### src/rtl/pc_fetch_unit_pkg.sv
// Shared definitions for the fetch unit: FSM encoding, instruction field
// positions, reset PC default and the JR funct code also used by the decoder.
package pc_fetch_unit_pkg;

  typedef enum logic [1:0] {
    RESET = 2'd0,
    FETCH = 2'd1,
    EXEC  = 2'd2
  } fetch_state_e;

  localparam logic [31:0] DEFAULT_RESET_PC = 32'h0000_0000;

  localparam int OPCODE_MSB = 31;
  localparam int OPCODE_LSB = 26;
  localparam int FUNCT_MSB  = 5;
  localparam int FUNCT_LSB  = 0;
  localparam int TARGET_MSB = 25;
  localparam int IMM_MSB    = 15;

  localparam logic [5:0] FUNCT_JR = 6'b001000;

  // Branch immediates count words, so sign-extend and scale by four.
  function automatic logic [31:0] branchOffset(input logic [31:0] instrWord);
    return {{14{instrWord[IMM_MSB]}}, instrWord[IMM_MSB:0], 2'b00};
  endfunction

endpackage

### src/rtl/pc_fetch_unit_next_pc_sel.sv
// Next-PC selection: register jump beats absolute jump beats taken branch,
// everything else falls through to sequential pc+4.
module next_pc_sel
  import pc_fetch_unit_pkg::*;
(
  input  logic [31:0] pc_plus4,
  input  logic [31:0] instr,
  input  logic [31:0] jr_target,
  input  logic        jump,
  input  logic        jumpReg,
  input  logic        branch,
  input  logic        bne,
  input  logic        alu_zero,
  output logic [31:0] next_pc,
  output logic        misalign_hit
);

  logic branchTaken;
  logic unusedOpcode;

  assign branchTaken  = (branch & alu_zero) | (bne & ~alu_zero);
  assign misalign_hit = jumpReg & (jr_target[1:0] != 2'b00);
  assign unusedOpcode = ^instr[OPCODE_MSB:OPCODE_LSB];

  // Priority mux; the low two bits of a register target are forced to zero.
  always_comb begin
    next_pc = pc_plus4;
    if (jumpReg) begin
      next_pc = {jr_target[31:2], 2'b00};
    end else if (jump) begin
      next_pc = {pc_plus4[31:28], instr[TARGET_MSB:0], 2'b00};
    end else if (branchTaken) begin
      next_pc = pc_plus4 + branchOffset(instr);
    end
  end

endmodule

### src/rtl/pc_fetch_unit.sv
// Program counter and instruction-fetch handshake: RESET -> FETCH -> EXEC loop,
// one instruction per EXEC window, with sticky misalign and fetch-timeout flags.
module pc_fetch_unit
  import pc_fetch_unit_pkg::*;
#(
  parameter logic [31:0] RESET_PC      = DEFAULT_RESET_PC,
  parameter int unsigned FETCH_TIMEOUT = 16
) (
  input  logic        clk,
  input  logic        rst,
  output logic        imem_req,
  output logic [31:0] imem_addr,
  input  logic        imem_ack,
  input  logic [31:0] imem_rdata,
  output logic [31:0] instr,
  output logic        instr_valid,
  input  logic        stall,
  input  logic        jump,
  input  logic        jumpReg,
  input  logic        branch,
  input  logic        bne,
  input  logic        alu_zero,
  input  logic [31:0] jr_target,
  output logic [31:0] pc,
  output logic [31:0] pc_plus4,
  output logic [31:0] retired,
  output logic        misalign,
  output logic        imem_err
);

  localparam int unsigned   TW             = $clog2(FETCH_TIMEOUT + 1);
  localparam logic [TW-1:0] TIMEOUT_LIMIT  = TW'(FETCH_TIMEOUT);
  localparam logic [TW-1:0] TIMEOUT_LAST   = TW'(FETCH_TIMEOUT - 1);

  fetch_state_e  state_q;
  logic [31:0]   pc_q;
  logic [31:0]   instr_q;
  logic [31:0]   retired_q;
  logic [TW-1:0] timeoutCnt_q;
  logic          imemReq_q;
  logic          instrValid_q;
  logic          misalign_q;
  logic          imemErr_q;

  logic [31:0]   pcPlus4;
  logic [31:0]   nextPc_d;
  logic          misalignHit;

  assign pcPlus4 = pc_q + 32'd4;

  next_pc_sel uNextPcSel (
    .pc_plus4     (pcPlus4),
    .instr        (instr_q),
    .jr_target    (jr_target),
    .jump         (jump),
    .jumpReg      (jumpReg),
    .branch       (branch),
    .bne          (bne),
    .alu_zero     (alu_zero),
    .next_pc      (nextPc_d),
    .misalign_hit (misalignHit)
  );

  // Fetch/execute sequencer; request and valid are registered alongside the state.
  always_ff @(posedge clk or posedge rst) begin
    if (rst) begin
      state_q      <= RESET;
      pc_q         <= RESET_PC;
      instr_q      <= '0;
      retired_q    <= '0;
      timeoutCnt_q <= '0;
      imemReq_q    <= 1'b0;
      instrValid_q <= 1'b0;
      misalign_q   <= 1'b0;
      imemErr_q    <= 1'b0;
    end else begin
      case (state_q)
        RESET: begin
          state_q      <= FETCH;
          imemReq_q    <= 1'b1;
          timeoutCnt_q <= '0;
        end
        FETCH: begin
          if (imem_ack) begin
            instr_q      <= imem_rdata;
            state_q      <= EXEC;
            imemReq_q    <= 1'b0;
            instrValid_q <= 1'b1;
            timeoutCnt_q <= '0;
          end else begin
            if (timeoutCnt_q != TIMEOUT_LIMIT) begin
              timeoutCnt_q <= timeoutCnt_q + TW'(1);
            end
            if (timeoutCnt_q >= TIMEOUT_LAST) begin
              imemErr_q <= 1'b1;
            end
          end
        end
        EXEC: begin
          if (!stall) begin
            pc_q         <= nextPc_d;
            retired_q    <= retired_q + 32'd1;
            state_q      <= FETCH;
            imemReq_q    <= 1'b1;
            instrValid_q <= 1'b0;
            timeoutCnt_q <= '0;
            if (misalignHit) begin
              misalign_q <= 1'b1;
            end
          end
        end
        default: begin
          state_q      <= RESET;
          imemReq_q    <= 1'b0;
          instrValid_q <= 1'b0;
        end
      endcase
    end
  end

  assign imem_req    = imemReq_q;
  assign imem_addr   = pc_q;
  assign instr       = instr_q;
  assign instr_valid = instrValid_q;
  assign pc          = pc_q;
  assign pc_plus4    = pcPlus4;
  assign retired     = retired_q;
  assign misalign    = misalign_q;
  assign imem_err    = imemErr_q;

endmodule

### config.mk
export PLATFORM = sky130hd
export DESIGN_NAME = pc_fetch_unit
export DESIGN_NICKNAME = d
export VERILOG_FILES = /design/src/rtl/pc_fetch_unit_pkg.sv /design/src/rtl/pc_fetch_unit_next_pc_sel.sv /design/src/rtl/pc_fetch_unit.sv
export SDC_FILE = /design/constraint.sdc
export NUM_CORES = 1
export LEC_CHECK = 0
export ABC_CLOCK_PERIOD_IN_PS = 8050
export BUFFER_PORTS_ARGS = -buffer_cell sky130_fd_sc_hd__buf_4
export CAP_MARGIN = 0
export CORE_MARGIN = 8
export CORE_UTILIZATION = 45
export CTS_BUF_LIST = sky130_fd_sc_hd__clkbuf_8
export DETAILED_ROUTE_END_ITERATION = 6
export GPL_TIMING_DRIVEN = 0
export PLACE_DENSITY = 0.73
export SYNTH_ARGS = -nofsm -noshare
export SYNTH_HDL_FRONTEND = slang
export SYNTH_SLANG_ARGS = --single-unit
### constraint.sdc
create_clock -name clk -period 8.05 [get_ports clk]
set_input_delay 1.61 -clock clk [delete_from_list [all_inputs] [get_ports clk]]
set_output_delay 1.61 -clock clk [all_outputs]
set_load 0.03 [all_outputs]
## Yosys cells after proc, flatten, opt, wreduce, memory -nomap -nowiden

Cells that the tools add are included.

| word-level totals | value |
|---|---|
| register bits after elaboration | 107 |
| bits of input ports | 73 |
| output and inout port bits | 164 |

| operators by class | value |
|---|---|
| reductions and logical operators | 10 |
| multiplexer cells | 16 |
| magnitude comparators | 1 |
| eq/ne operators | 6 |
| bitwise operators | 8 |
| $add $sub $neg | 4 |

Operator list:

| cell | count |
|---|---|
| $mux 32 | 3 |
| $add 32x1->32 const B | 1 |
| $add 32x3->32 const B | 1 |
| $add 32x32->32 | 1 |
| $mux 5 | 3 |
| $pmux 5 s3 | 1 |
| $reduce_and 3->1 | 4 |
| $pmux 1 s3 | 2 |
| $pmux 2 s3 | 1 |
| $reduce_and 2->1 | 3 |
| $add 5x1->5 const B | 1 |
| $ge 5x4->1 const B | 1 |
| $ne 5x5->1 const B | 1 |
| $mux 1 | 4 |
| $mux 2 | 2 |
| $ne 2x2->1 const B | 2 |
| $not 1->1 | 4 |
| $and 1x1->1 | 3 |
| $ne 3x3->1 const B | 1 |
| $reduce_bool 3->1 | 1 |
| $eq 2x1->1 const B | 1 |
| $eq 2x2->1 const B | 1 |
| $logic_not 2->1 | 1 |
| $reduce_bool 2->1 | 1 |
| $or 1x1->1 | 1 |

## Logic depth before layout (Yosys ltp)

Gate-level depths: netlist of run 1.

| logic depth | value |
|---|---|
| depth in word-level cells | 6 |
| mapped depth | 16 |
| gate-level depth less buffers | 15 |

## Cells and area by module

From an unflattened synthesis of run 1, not the netlist that was laid out.

| unflattened totals | value |
|---|---|
| cell total of the unflattened synthesis | 803 |
| area total of the unflattened synthesis | 7,653.6 um2 |

By module, submodules not included:

| module | seq. area each (um2) | cells each | area each (um2) | instances |
|---|---|---|---|---|
| pc_fetch_unit | 2,677.6 | 433 | 5,260.0 | 1 |
| next_pc_sel | 0.0 | 370 | 2,393.5 | 1 |

## Worst setup path after synthesis of run 1

Ideal clock, no wire load.

| path | value |
|---|---|
| path kind | register to register |
| from | register pc_q[8], in the netlist imem_addr[8] |
| to | register pc_q[31], in the netlist imem_addr[31] |
| clock period less this slack | 4.174 ns |
| library setup time | 0.127 ns |
| arrival time | 4.048 ns |
| stages on the path, launching flop included | 17 |
| required time | 7.923 ns |
| buffers on the path | 1 |
| slack | 3.876 ns |
| cell sequence | dfrtp_1 -> and4_1 -> and3_1 -> and2_1 -> nand3_1 -> xnor2_1 -> ha_1 -> clkbuf_1 -> a211oi_1 -> nor2_1 -> nor4_1 -> nor2_1 -> o31ai_1 -> nand2_1 -> o311ai_1 -> mux2i_1 -> nand3_1 |

| on the way | value |
|---|---|
| longest elaborated chain between the ends | 5 |

Ends and longest elaborated chain:

| item | line | RTL |
|---|---|---|
| start, declared | pc_fetch_unit.sv:36 | `logic [31:0] pc_q;` |
| start signal, assigned | pc_fetch_unit.sv:101 | `pc_q <= nextPc_d;` |
| $add 32x3->32 | pc_fetch_unit.sv:49 | `assign pcPlus4 = pc_q + 32'd4;` |
| named net pc_plus4[16] | pc_fetch_unit.sv:25 | `output logic [31:0] pc_plus4,` |
| $add 32x32->32 | pc_fetch_unit_next_pc_sel.sv:33 | `next_pc = pc_plus4 + branchOffset(instr);` |
| $mux 32 | pc_fetch_unit_next_pc_sel.sv:32 | `end else if (branchTaken) begin` |
| $mux 32 | pc_fetch_unit_next_pc_sel.sv:30 | `end else if (jump) begin` |
| $mux 32 | pc_fetch_unit_next_pc_sel.sv:28 | `if (jumpReg) begin` |

The timed path passes the listed nets, and every way through them passes these cells.
A chain may end at the register's enable or synchronous reset.

## Worst setup path after layout of run 1

| path | value |
|---|---|
| from | register pc_q[3], in the netlist imem_addr[3] |
| to | output port pc_plus4[30] |

| on the way | value |
|---|---|
| longest elaborated chain between the ends | 1 |

Ends and longest elaborated chain:

| item | line |
|---|---|
| $add 32x3->32 | pc_fetch_unit.sv:49 |
| end, declared | pc_fetch_unit.sv:25 |

No other way between the ends.

==> results of run 1 <==
## critical path, cell delays in order, from the launching register on
cell and delay [ns]:
dfrtp_1 0.55, ha_1 0.29, and3_1 0.35, and3_1 0.38, nand3_1 0.16, or2_2 0.33
xnor2_1 0.32, buf_4 0.24
## metrics by stage
step                      cells  setup WS (ns)  util, %  cell area, um^2
after floorplan             799           3.68        -             7270
after global placement     1243           2.19     58.4             9250
after detailed placement   1244           3.69     58.6             9270
after CTS                  1260           3.40     59.9             9480
after global routing       1260           3.29     59.9             9480
final                      1260           3.43     59.9             9480
## cells in the final DEF (no fill, tap or decap), types with 8 or more instances in the layout
master / synthesis / final
buf_4: 37 / 265
dfrtp_1: 105 / 105
nand2_1: 77 / 77
xnor2_1: 60 / 60
a21oi_1: 55 / 55
nor2_1: 49 / 49
o21ai_0: 46 / 46
ha_1: 40 / 40
nand3_1: 33 / 33
mux2_2: 32 / 32
and3_1: 28 / 28
clkbuf_1: 27 / 27
xor2_1: 22 / 22
inv_1: 17 / 16
o22ai_1: 13 / 13
a211oi_1: 12 / 12
nand4_1: 10 / 10
a21o_1: 9 / 9
o21bai_1: 9 / 9
clkbuf_8: 0 / 9
and4_1: 8 / 8
## cells by family (layout without fill, tap and decap cells)
| family | after synthesis | after routing | share of synthesized area [%] |
|---|---|---|---|
| adder cells (fa/ha/maj) | 41 | 41 | 7.18 |
| buffers and inverters | 84 | 329 | 6.28 |
| XOR/XNOR | 82 | 82 | 9.91 |
| multiplexers | 38 | 38 | 5.82 |
| flip-flops | 105 | 105 | 36.3 |
| other | 1 | 6 | 0.0517 |
| AND/OR/NAND/NOR | 243 | 243 | 16.8 |
| AO/OA/AOI/OAI | 200 | 200 | 17.7 |
## layout make-up
type | count | share of cell area (%)
inverters | 18 | 0.739
flip-flops and latches | 105 | 27.7
plain buffers | 66 | 4.09
clock inverters | 7 | 0.924
clock buffers | 9 | 1.31
well taps | 216 | 2.85
repair buffers | 229 | 18.3
multi-input cells | 610 | 44.1
## power groups by stage
stage	combinational, uW	clock (uW)	sequential (uW)
after floorplan	1840	0	1250
after global placement	3030	0	986
after detailed placement	3060	0	990
after CTS	3080	371	981
after global routing	3330	387	1020
final	3080	361	986
## sequential cells by signal, summed over array words and instances, names as in the netlist
name / count
imem_addr: 30
imem_err: 1
imem_req: 1
instr: 32
instr_valid: 1
misalign: 1
retired: 32
state_q: 2
timeoutCnt_q: 5
## worst min-delay path by stage
stage / start / slack (ns) / endpoint / cells after the start
finish: retired[31]$_DFFE_PP0P_ / 0.49 / retired[31]$_DFFE_PP0P_ / 1
global route: retired[31]$_DFFE_PP0P_ / 0.52 / retired[31]$_DFFE_PP0P_ / 1
CTS: retired[31]$_DFFE_PP0P_ / 0.49 / retired[31]$_DFFE_PP0P_ / 1
detailed placement: retired[31]$_DFFE_PP0P_ / 0.47 / retired[31]$_DFFE_PP0P_ / 1
global placement: misalign$_DFFE_PP0P_ / 0.46 / misalign$_DFFE_PP0P_ / 1
floorplan: timeoutCnt_q[3]$_DFFE_PP0P_ / 0.49 / timeoutCnt_q[3]$_DFFE_PP0P_ / 1
## routing by layer
| metal | global-route usage [%] | vias up |
|---|---|---|
| li1 | - | 3297 |
| met1 | 30.8 | 3366 |
| met2 | 39.4 | 272 |
| met3 | 5.04 | 37 |
| met4 | 9.56 | 0 |
| met5 | 0 | - |
==> impl_metrics.prom, run 1 <==
# TYPE chip_impl_metric gauge
chip_impl_info{name="status",value="finished, final reports clean"} 1
chip_impl_metric{name="fillers",unit=""} 1405
chip_impl_metric{name="vdd_drop_max",unit="mV"} 0.287
chip_impl_metric{name="synth_seq_area_share",unit="%"} 36.3
chip_impl_metric{name="p_seq_share",unit="%"} 22.3
chip_impl_metric{name="max_slew_margin",unit="%"} 35.8
chip_impl_metric{name="synth_cell_type_count",unit=""} 66
chip_impl_metric{name="critical_path_peak_fanout",unit=""} 7
chip_impl_metric{name="sw_frac_of_total",unit="%"} 52.1
chip_impl_metric{name="timing.reg2reg.setup_slack",unit="ns"} 3.59
chip_impl_metric{name="floorplan.initialDensity",unit="%"} 45.8
chip_impl_metric{name="post_synthesis_sequential_element_count",unit=""} 105
chip_impl_metric{name="wire_length_of_the_first_global_routing_pass",unit="um"} 38400
chip_impl_metric{name="finish.net_count",unit=""} 1153
chip_impl_metric{name="multi_input_area",unit="mm^2"} 0.00418
chip_impl_metric{name="routed_length_on_met1",unit="um"} 10400
chip_impl_metric{name="leakagePower",unit="uW"} 0.00455
chip_impl_metric{name="yosysTopAreaCellShare",unit="%"} 36.3
chip_impl_metric{name="dr.pass1.iters",unit=""} 5
chip_impl_metric{name="fmax",unit="MHz"} 216
chip_impl_metric{name="pwr_dens",unit="mW/mm^2"} 467
chip_impl_metric{name="totalNegativeSetupSlack",unit="ns"} 0
chip_impl_metric{name="vias_per_cell",unit=""} 5.53
chip_impl_metric{name="hold_ws",unit="ns"} 0.488
chip_impl_metric{name="syn2layout_area_growth",unit="%"} 30.8
chip_impl_metric{name="dieWidth",unit="um"} 143
chip_impl_metric{name="count_of_flip_flops_with_a_built_in_enable_after_synthesis",unit=""} 0
chip_impl_metric{name="netlist_area_pre_place",unit="mm^2"} 0.00725
chip_impl_metric{name="cts-hold-fix-buffers",unit=""} 0
chip_impl_metric{name="io_pins",unit=""} 237
chip_impl_metric{name="detailroute.via_count",unit=""} 6972
chip_impl_metric{name="routed-wl-met3",unit="um"} 1980
chip_impl_metric{name="clkSlewWorstSetupHoldPaths",unit="ns"} 0.12
chip_impl_metric{name="worst-endpoint-required",unit="ns"} 6.44
chip_impl_metric{name="floorplan.die.height",unit="um"} 143
chip_impl_info{name="most_used_flip_flop_cell_after_synthesis",value="dfrtp_1"} 1
chip_impl_metric{name="first_global_vias",unit=""} 6924
chip_impl_metric{name="wl_met2",unit="um"} 11600
chip_impl_metric{name="grt_util_all_layers",unit="%"} 24.2
chip_impl_info{name="critical_path.startpoint",value="imem_addr[3]$_DFFE_PP0P_"} 1
chip_impl_metric{name="ant_nets",unit=""} 0
chip_impl_metric{name="maxcap_violations",unit=""} 0
chip_impl_metric{name="tritoncts_num_sinks",unit=""} 105
chip_impl_metric{name="post-cts-setup-buffer-count",unit=""} 0
chip_impl_info{name="grt_setup_unrepaired",value="false"} 1
chip_impl_info{name="r2r_start",value="imem_addr[3]$_DFFE_PP0P_"} 1
chip_impl_metric{name="numPortBuffers",unit=""} 228
chip_impl_info{name="timing.critical_path.from_type",value="flip-flop"} 1
chip_impl_metric{name="cell_internal_pwr",unit="uW"} 2120
chip_impl_metric{name="hold_viol_final",unit=""} 0
chip_impl_metric{name="netlist_instances",unit=""} 794
chip_impl_metric{name="worst-slew-pin-transition",unit="ns"} 0.963
chip_impl_metric{name="floorplan.core_area",unit="mm^2"} 0.0158
chip_impl_metric{name="cts-root-to-sink-buffers",unit=""} 2
chip_impl_metric{name="clock_insertion_delay_worst_skew",unit="ns"} 0.40
chip_impl_metric{name="globalRoute.totalOverflow",unit=""} 0
chip_impl_metric{name="die_area",unit="mm^2"} 0.0204
chip_impl_metric{name="drt_total_wl",unit="um"} 24600
chip_impl_info{name="holdCritPathClass",value="reg -> reg"} 1
chip_impl_metric{name="floorplan.rows",unit=""} 46
chip_impl_info{name="post_synth_main_area_contributors",value="dfrtp_1, xnor2_1, ha_1, mux2_2, nand2_1"} 1
chip_impl_metric{name="final-setup-viol-count",unit=""} 0
chip_impl_metric{name="total_power",unit="uW"} 4420
chip_impl_metric{name="detailed_place_hpwl",unit="um"} 19200
chip_impl_info{name="critPathCapture",value="pc_plus4[30]"} 1
chip_impl_metric{name="routedWlPerCell",unit="um"} 19.5
chip_impl_info{name="reg2reg_to",value="imem_addr[31]$_DFFE_PP0P_"} 1
chip_impl_metric{name="arrival",unit="ns"} 3.01
chip_impl_metric{name="fin_skew",unit="ns"} 0.0133
chip_impl_info{name="criticalPathCategory",value="reg -> out"} 1
chip_impl_metric{name="layout-drive-gt1-share",unit="%"} 31.9
chip_impl_metric{name="final.period_utilization",unit="%"} 57.4
chip_impl_metric{name="yosysWarnings",unit=""} 0
chip_impl_info{name="routed.top_layer",value="met4"} 1
chip_impl_info{name="worstSetupEndpointType",value="primary output"} 1
chip_impl_metric{name="power_frac_comb",unit="%"} 69.6
chip_impl_metric{name="initial_antenna_violation_count",unit=""} 0
chip_impl_info{name="synthMostInstantiatedCell",value="dfrtp_1"} 1
chip_impl_info{name="clock_tree_from_tritoncts",value="yes"} 1
chip_impl_metric{name="post-route-drc-count",unit=""} 0
chip_impl_metric{name="p_switching",unit="uW"} 2300
chip_impl_metric{name="finalCriticalPeriod",unit="ns"} 4.62
chip_impl_metric{name="maximum_number_of_pins_on_one_net_before_global_route_repair",unit=""} 69
chip_impl_metric{name="seqCellArea",unit="mm^2"} 0.00263
chip_impl_info{name="synth_largest_area_cell",value="dfrtp_1"} 1
chip_impl_metric{name="drt_iter0_drc",unit=""} 540
chip_impl_metric{name="number_of_antenna_repair_diodes",unit=""} 0
chip_impl_metric{name="power_frac_clock",unit="%"} 8.2
chip_impl_metric{name="cts_inserted_buffers",unit=""} 9
chip_impl_metric{name="syn_area_per_cell",unit="um^2"} 9.13
chip_impl_info{name="netlist_top_cells_count",value="dfrtp_1, nand2_1, xnor2_1"} 1
chip_impl_metric{name="post_cts_resize_count",unit=""} 0
chip_impl_info{name="cts_root_buf",value="clkbuf_8"} 1
chip_impl_metric{name="register_to_register_path_depth",unit=""} 16
chip_impl_metric{name="synth_async_sr_flop_share",unit="%"} 100
chip_impl_metric{name="slew_violations",unit=""} 0
chip_impl_metric{name="global_placer_s_final_weighted_congestion",unit=""} 0.918
chip_impl_metric{name="htreeDepth",unit=""} 3
Power figures use the tool's default switching activity.
==> run 2: changes to the inputs <==
--- a/config.mk
+++ b/config.mk
@@ -5,7 +5,7 @@
 export SDC_FILE = /design/constraint.sdc
 export NUM_CORES = 1
 export LEC_CHECK = 0
-export ABC_CLOCK_PERIOD_IN_PS = 8050
+export ABC_CLOCK_PERIOD_IN_PS = 4650
 export BUFFER_PORTS_ARGS = -buffer_cell sky130_fd_sc_hd__buf_4
 export CAP_MARGIN = 0
 export CORE_MARGIN = 8
==> constraint.sdc (replaced) <==
create_clock -name clk -period 4.65 [get_ports clk]
set_input_delay 0.93 -clock clk [delete_from_list [all_inputs] [get_ports clk]]
set_output_delay 0.93 -clock clk [all_outputs]
set_load 0.03 [all_outputs]
==> impl_metrics.prom, run 2 (synthesized netlist as in run 1, its figures left out) <==
# TYPE chip_impl_metric gauge
chip_impl_metric{name="arrival",unit="ns"} 4.66
chip_impl_metric{name="fillers",unit=""} 1405
chip_impl_info{name="cts_root_buf",value="clkbuf_8"} 1
chip_impl_metric{name="initial_antenna_violation_count",unit=""} 0
chip_impl_info{name="timing.critical_path.from_type",value="flip-flop"} 1
chip_impl_metric{name="die_area",unit="mm^2"} 0.0204
chip_impl_metric{name="fin_skew",unit="ns"} 0.0133
chip_impl_metric{name="first_global_vias",unit=""} 6924
chip_impl_info{name="critical-path-slowest-cell",value="dfrtp_1"} 1
chip_impl_metric{name="floorplan.core_area",unit="mm^2"} 0.0158
chip_impl_metric{name="ant_nets",unit=""} 0
chip_impl_metric{name="dp.cells",unit=""} 1244
chip_impl_metric{name="pwr_dens",unit="mW/mm^2"} 808
chip_impl_metric{name="grt_util_all_layers",unit="%"} 24.2
chip_impl_info{name="grt_setup_unrepaired",value="false"} 1
chip_impl_metric{name="drt_iter0_drc",unit=""} 540
chip_impl_info{name="clock_tree_from_tritoncts",value="yes"} 1
chip_impl_metric{name="wire_length_of_the_first_global_routing_pass",unit="um"} 38400
chip_impl_metric{name="global_placer_s_final_weighted_congestion",unit=""} 0.918
chip_impl_metric{name="max_slew_margin",unit="%"} 35.8
chip_impl_metric{name="floorplan.die.height",unit="um"} 143
chip_impl_metric{name="slew_violations",unit=""} 0
chip_impl_metric{name="syn2layout_area_growth",unit="%"} 30.9
chip_impl_metric{name="cts-hold-fix-buffers",unit=""} 0
chip_impl_metric{name="final.period_utilization",unit="%"} 93.9
chip_impl_metric{name="htreeDepth",unit=""} 3
chip_impl_metric{name="dieWidth",unit="um"} 143
chip_impl_metric{name="number_of_antenna_repair_diodes",unit=""} 0
chip_impl_info{name="cp_cell_sequence",value="and3_1 -> and3_1 -> and2_1 -> nand3_1 -> xnor2_1 -> ha_1 -> clkbuf_1 -> a211oi_1 -> nor2_1 -> nor4_1 -> nor2_1 -> o31ai_1 -> nand2_1 -> o311ai_1 -> mux2i_1 -> nand3_1"} 1
chip_impl_info{name="cp_top_family",value="simple AND/OR/NAND/NOR gates"} 1
chip_impl_metric{name="critical_path_peak_fanout",unit=""} 8
chip_impl_metric{name="clock_insertion_delay_worst_skew",unit="ns"} 0.40
chip_impl_metric{name="layout-drive-gt1-share",unit="%"} 32.1
chip_impl_metric{name="globalRoute.totalOverflow",unit=""} 0
chip_impl_info{name="criticalPathCategory",value="reg -> reg"} 1
chip_impl_metric{name="cts-root-to-sink-buffers",unit=""} 2
chip_impl_metric{name="postPlaceCellArea",unit="mm^2"} 0.00927
chip_impl_metric{name="post_cts_resize_count",unit=""} 0
chip_impl_metric{name="worst-slew-pin-transition",unit="ns"} 0.963
chip_impl_metric{name="numPortBuffers",unit=""} 228
chip_impl_metric{name="worstPathBufferInverterCount",unit=""} 1
chip_impl_metric{name="post-cts-setup-buffer-count",unit=""} 0
chip_impl_metric{name="tritoncts_num_sinks",unit=""} 105
chip_impl_info{name="status",value="finished, final reports clean"} 1
chip_impl_metric{name="dr.pass1.iters",unit=""} 5
chip_impl_metric{name="fmax",unit="MHz"} 229
chip_impl_metric{name="fin_area",unit="mm^2"} 0.00949
chip_impl_metric{name="maximum_number_of_pins_on_one_net_before_global_route_repair",unit=""} 69
chip_impl_metric{name="maxcap_violations",unit=""} 0
chip_impl_metric{name="worst-endpoint-required",unit="ns"} 4.94
chip_impl_metric{name="detailed_place_hpwl",unit="um"} 19200
chip_impl_metric{name="clkSlewWorstSetupHoldPaths",unit="ns"} 0.12
chip_impl_metric{name="drt_total_wl",unit="um"} 24600
chip_impl_metric{name="multi_input_area",unit="mm^2"} 0.00418
chip_impl_metric{name="detailroute.via_count",unit=""} 6972
chip_impl_info{name="worstSetupEndpointType",value="flip-flop"} 1
chip_impl_info{name="most_common_cell_after_layout_fill_and_taps_aside",value="buf_4"} 1
chip_impl_metric{name="leakagePower",unit="uW"} 0.00455
chip_impl_metric{name="routedWlPerCell",unit="um"} 19.5
chip_impl_metric{name="floorplan.initialDensity",unit="%"} 45.8
chip_impl_metric{name="post-route-drc-count",unit=""} 0
chip_impl_metric{name="cpPeakStageDelay",unit="ns"} 0.51
chip_impl_metric{name="io_pins",unit=""} 237
chip_impl_metric{name="finish.cell_count_without_fillers",unit=""} 1260
chip_impl_metric{name="vdd_drop_max",unit="mV"} 0.497
chip_impl_metric{name="final-setup-viol-count",unit=""} 0
chip_impl_metric{name="total_power",unit="uW"} 7660
chip_impl_metric{name="hold_viol_final",unit=""} 0
chip_impl_metric{name="finalCriticalPeriod",unit="ns"} 4.37
chip_impl_info{name="commonest_cells_after_routing_fill_and_taps_aside",value="buf_4, dfrtp_1, nand2_1, xnor2_1, a21oi_1"} 1
chip_impl_metric{name="cts_inserted_buffers",unit=""} 9
chip_impl_metric{name="vias_per_cell",unit=""} 5.53
chip_impl_metric{name="seqCellArea",unit="mm^2"} 0.00263
chip_impl_info{name="holdCritPathClass",value="reg -> reg"} 1
chip_impl_metric{name="floorplan.rows",unit=""} 46
chip_impl_metric{name="finish.net_count",unit=""} 1153
==> run 2: cell counts in the layout (fill, tap and decap cells not counted) <==
Identical to the previous run, type by type.
==> run 2: layout make-up <==
class / instances / share of cell area [%]
inverter: 18 / 0.739
timing repair buffer: 229 / 18.3
clock buffer: 9 / 1.31
buffer: 66 / 4.09
clock inverter: 7 / 0.923
multi-input combinational: 610 / 44.1
tap: 216 / 2.85
sequential: 105 / 27.7
==> run 2: worst paths after layout <==
path / cells after the start / startpoint / slack, ns / endpoint
setup / recovery: 16 / imem_addr[4]$_DFFE_PP0P_ / 0.28 / imem_addr[31]$_DFFE_PP0P_
hold / removal: 1 / retired[31]$_DFFE_PP0P_ / 0.49 / retired[31]$_DFFE_PP0P_
setup reg to reg: 16 / imem_addr[4]$_DFFE_PP0P_ / 0.28 / imem_addr[31]$_DFFE_PP0P_
hold reg to reg: 1 / retired[31]$_DFFE_PP0P_ / 0.49 / retired[31]$_DFFE_PP0P_
max in group asynchronous: 3 / rst / 3.21 / imem_addr[10]$_DFFE_PP0P_
min in group asynchronous: 2 / rst / 0.71 / instr[25]$_DFFE_PP0P_
==> run 2: worst register-to-register path, cell delays in order, from the launching register on <==
cell and delay, ns:
dfrtp_1 0.51, and3_1 0.25, and3_1 0.34, and2_1 0.23, nand3_1 0.11, xnor2_1 0.30
ha_1 0.29, clkbuf_1 0.21, a211oi_1 0.33, nor2_1 0.11, nor4_1 0.19, nor2_1 0.10
o31ai_1 0.40, nand2_1 0.19, o311ai_1 0.39, mux2i_1 0.22, nand3_1 0.08
==> run 2: per-stage QoR <==
| stage | TNS (ns) | util, % | hold slack, ns | setup slack (ns) |
|---|---|---|---|---|
| 2_1_floorplan | 0 | - | 0.488 | 0.476 |
| 3_3_place_gp | -55.01 | 58.4 | 0.462 | -0.531 |
| 3_5_place_dp | 0 | 58.6 | 0.467 | 0.286 |
| 4_1_cts | 0 | 59.9 | 0.491 | 0.236 |
| 5_1_grt | 0 | 59.9 | 0.518 | 0.0693 |
| 6_report | 0 | 59.9 | 0.488 | 0.283 |
==> run 2: layer usage <==
| layer | wire length, um | global-route usage, % | up-vias |
|---|---|---|---|
| li1 | - | - | 3297 |
| met4 | 652 | 9.56 | 0 |
| met1 | 10400 | 30.8 | 3366 |
| met5 | 0 | 0 | - |
| met2 | 11600 | 39.4 | 272 |
| met3 | 1980 | 5.04 | 37 |
==> run 2: power by group <==
part / leakage [uW] / internal, uW / total [uW] / switching, uW
Combinational: 0.00313 / 2190 / 5330 / 3140
Clock: 0.000104 / 259 / 625 / 366
Sequential: 0.00132 / 1230 / 1710 / 483
Total: 0.00455 / 3670 / 7660 / 3990
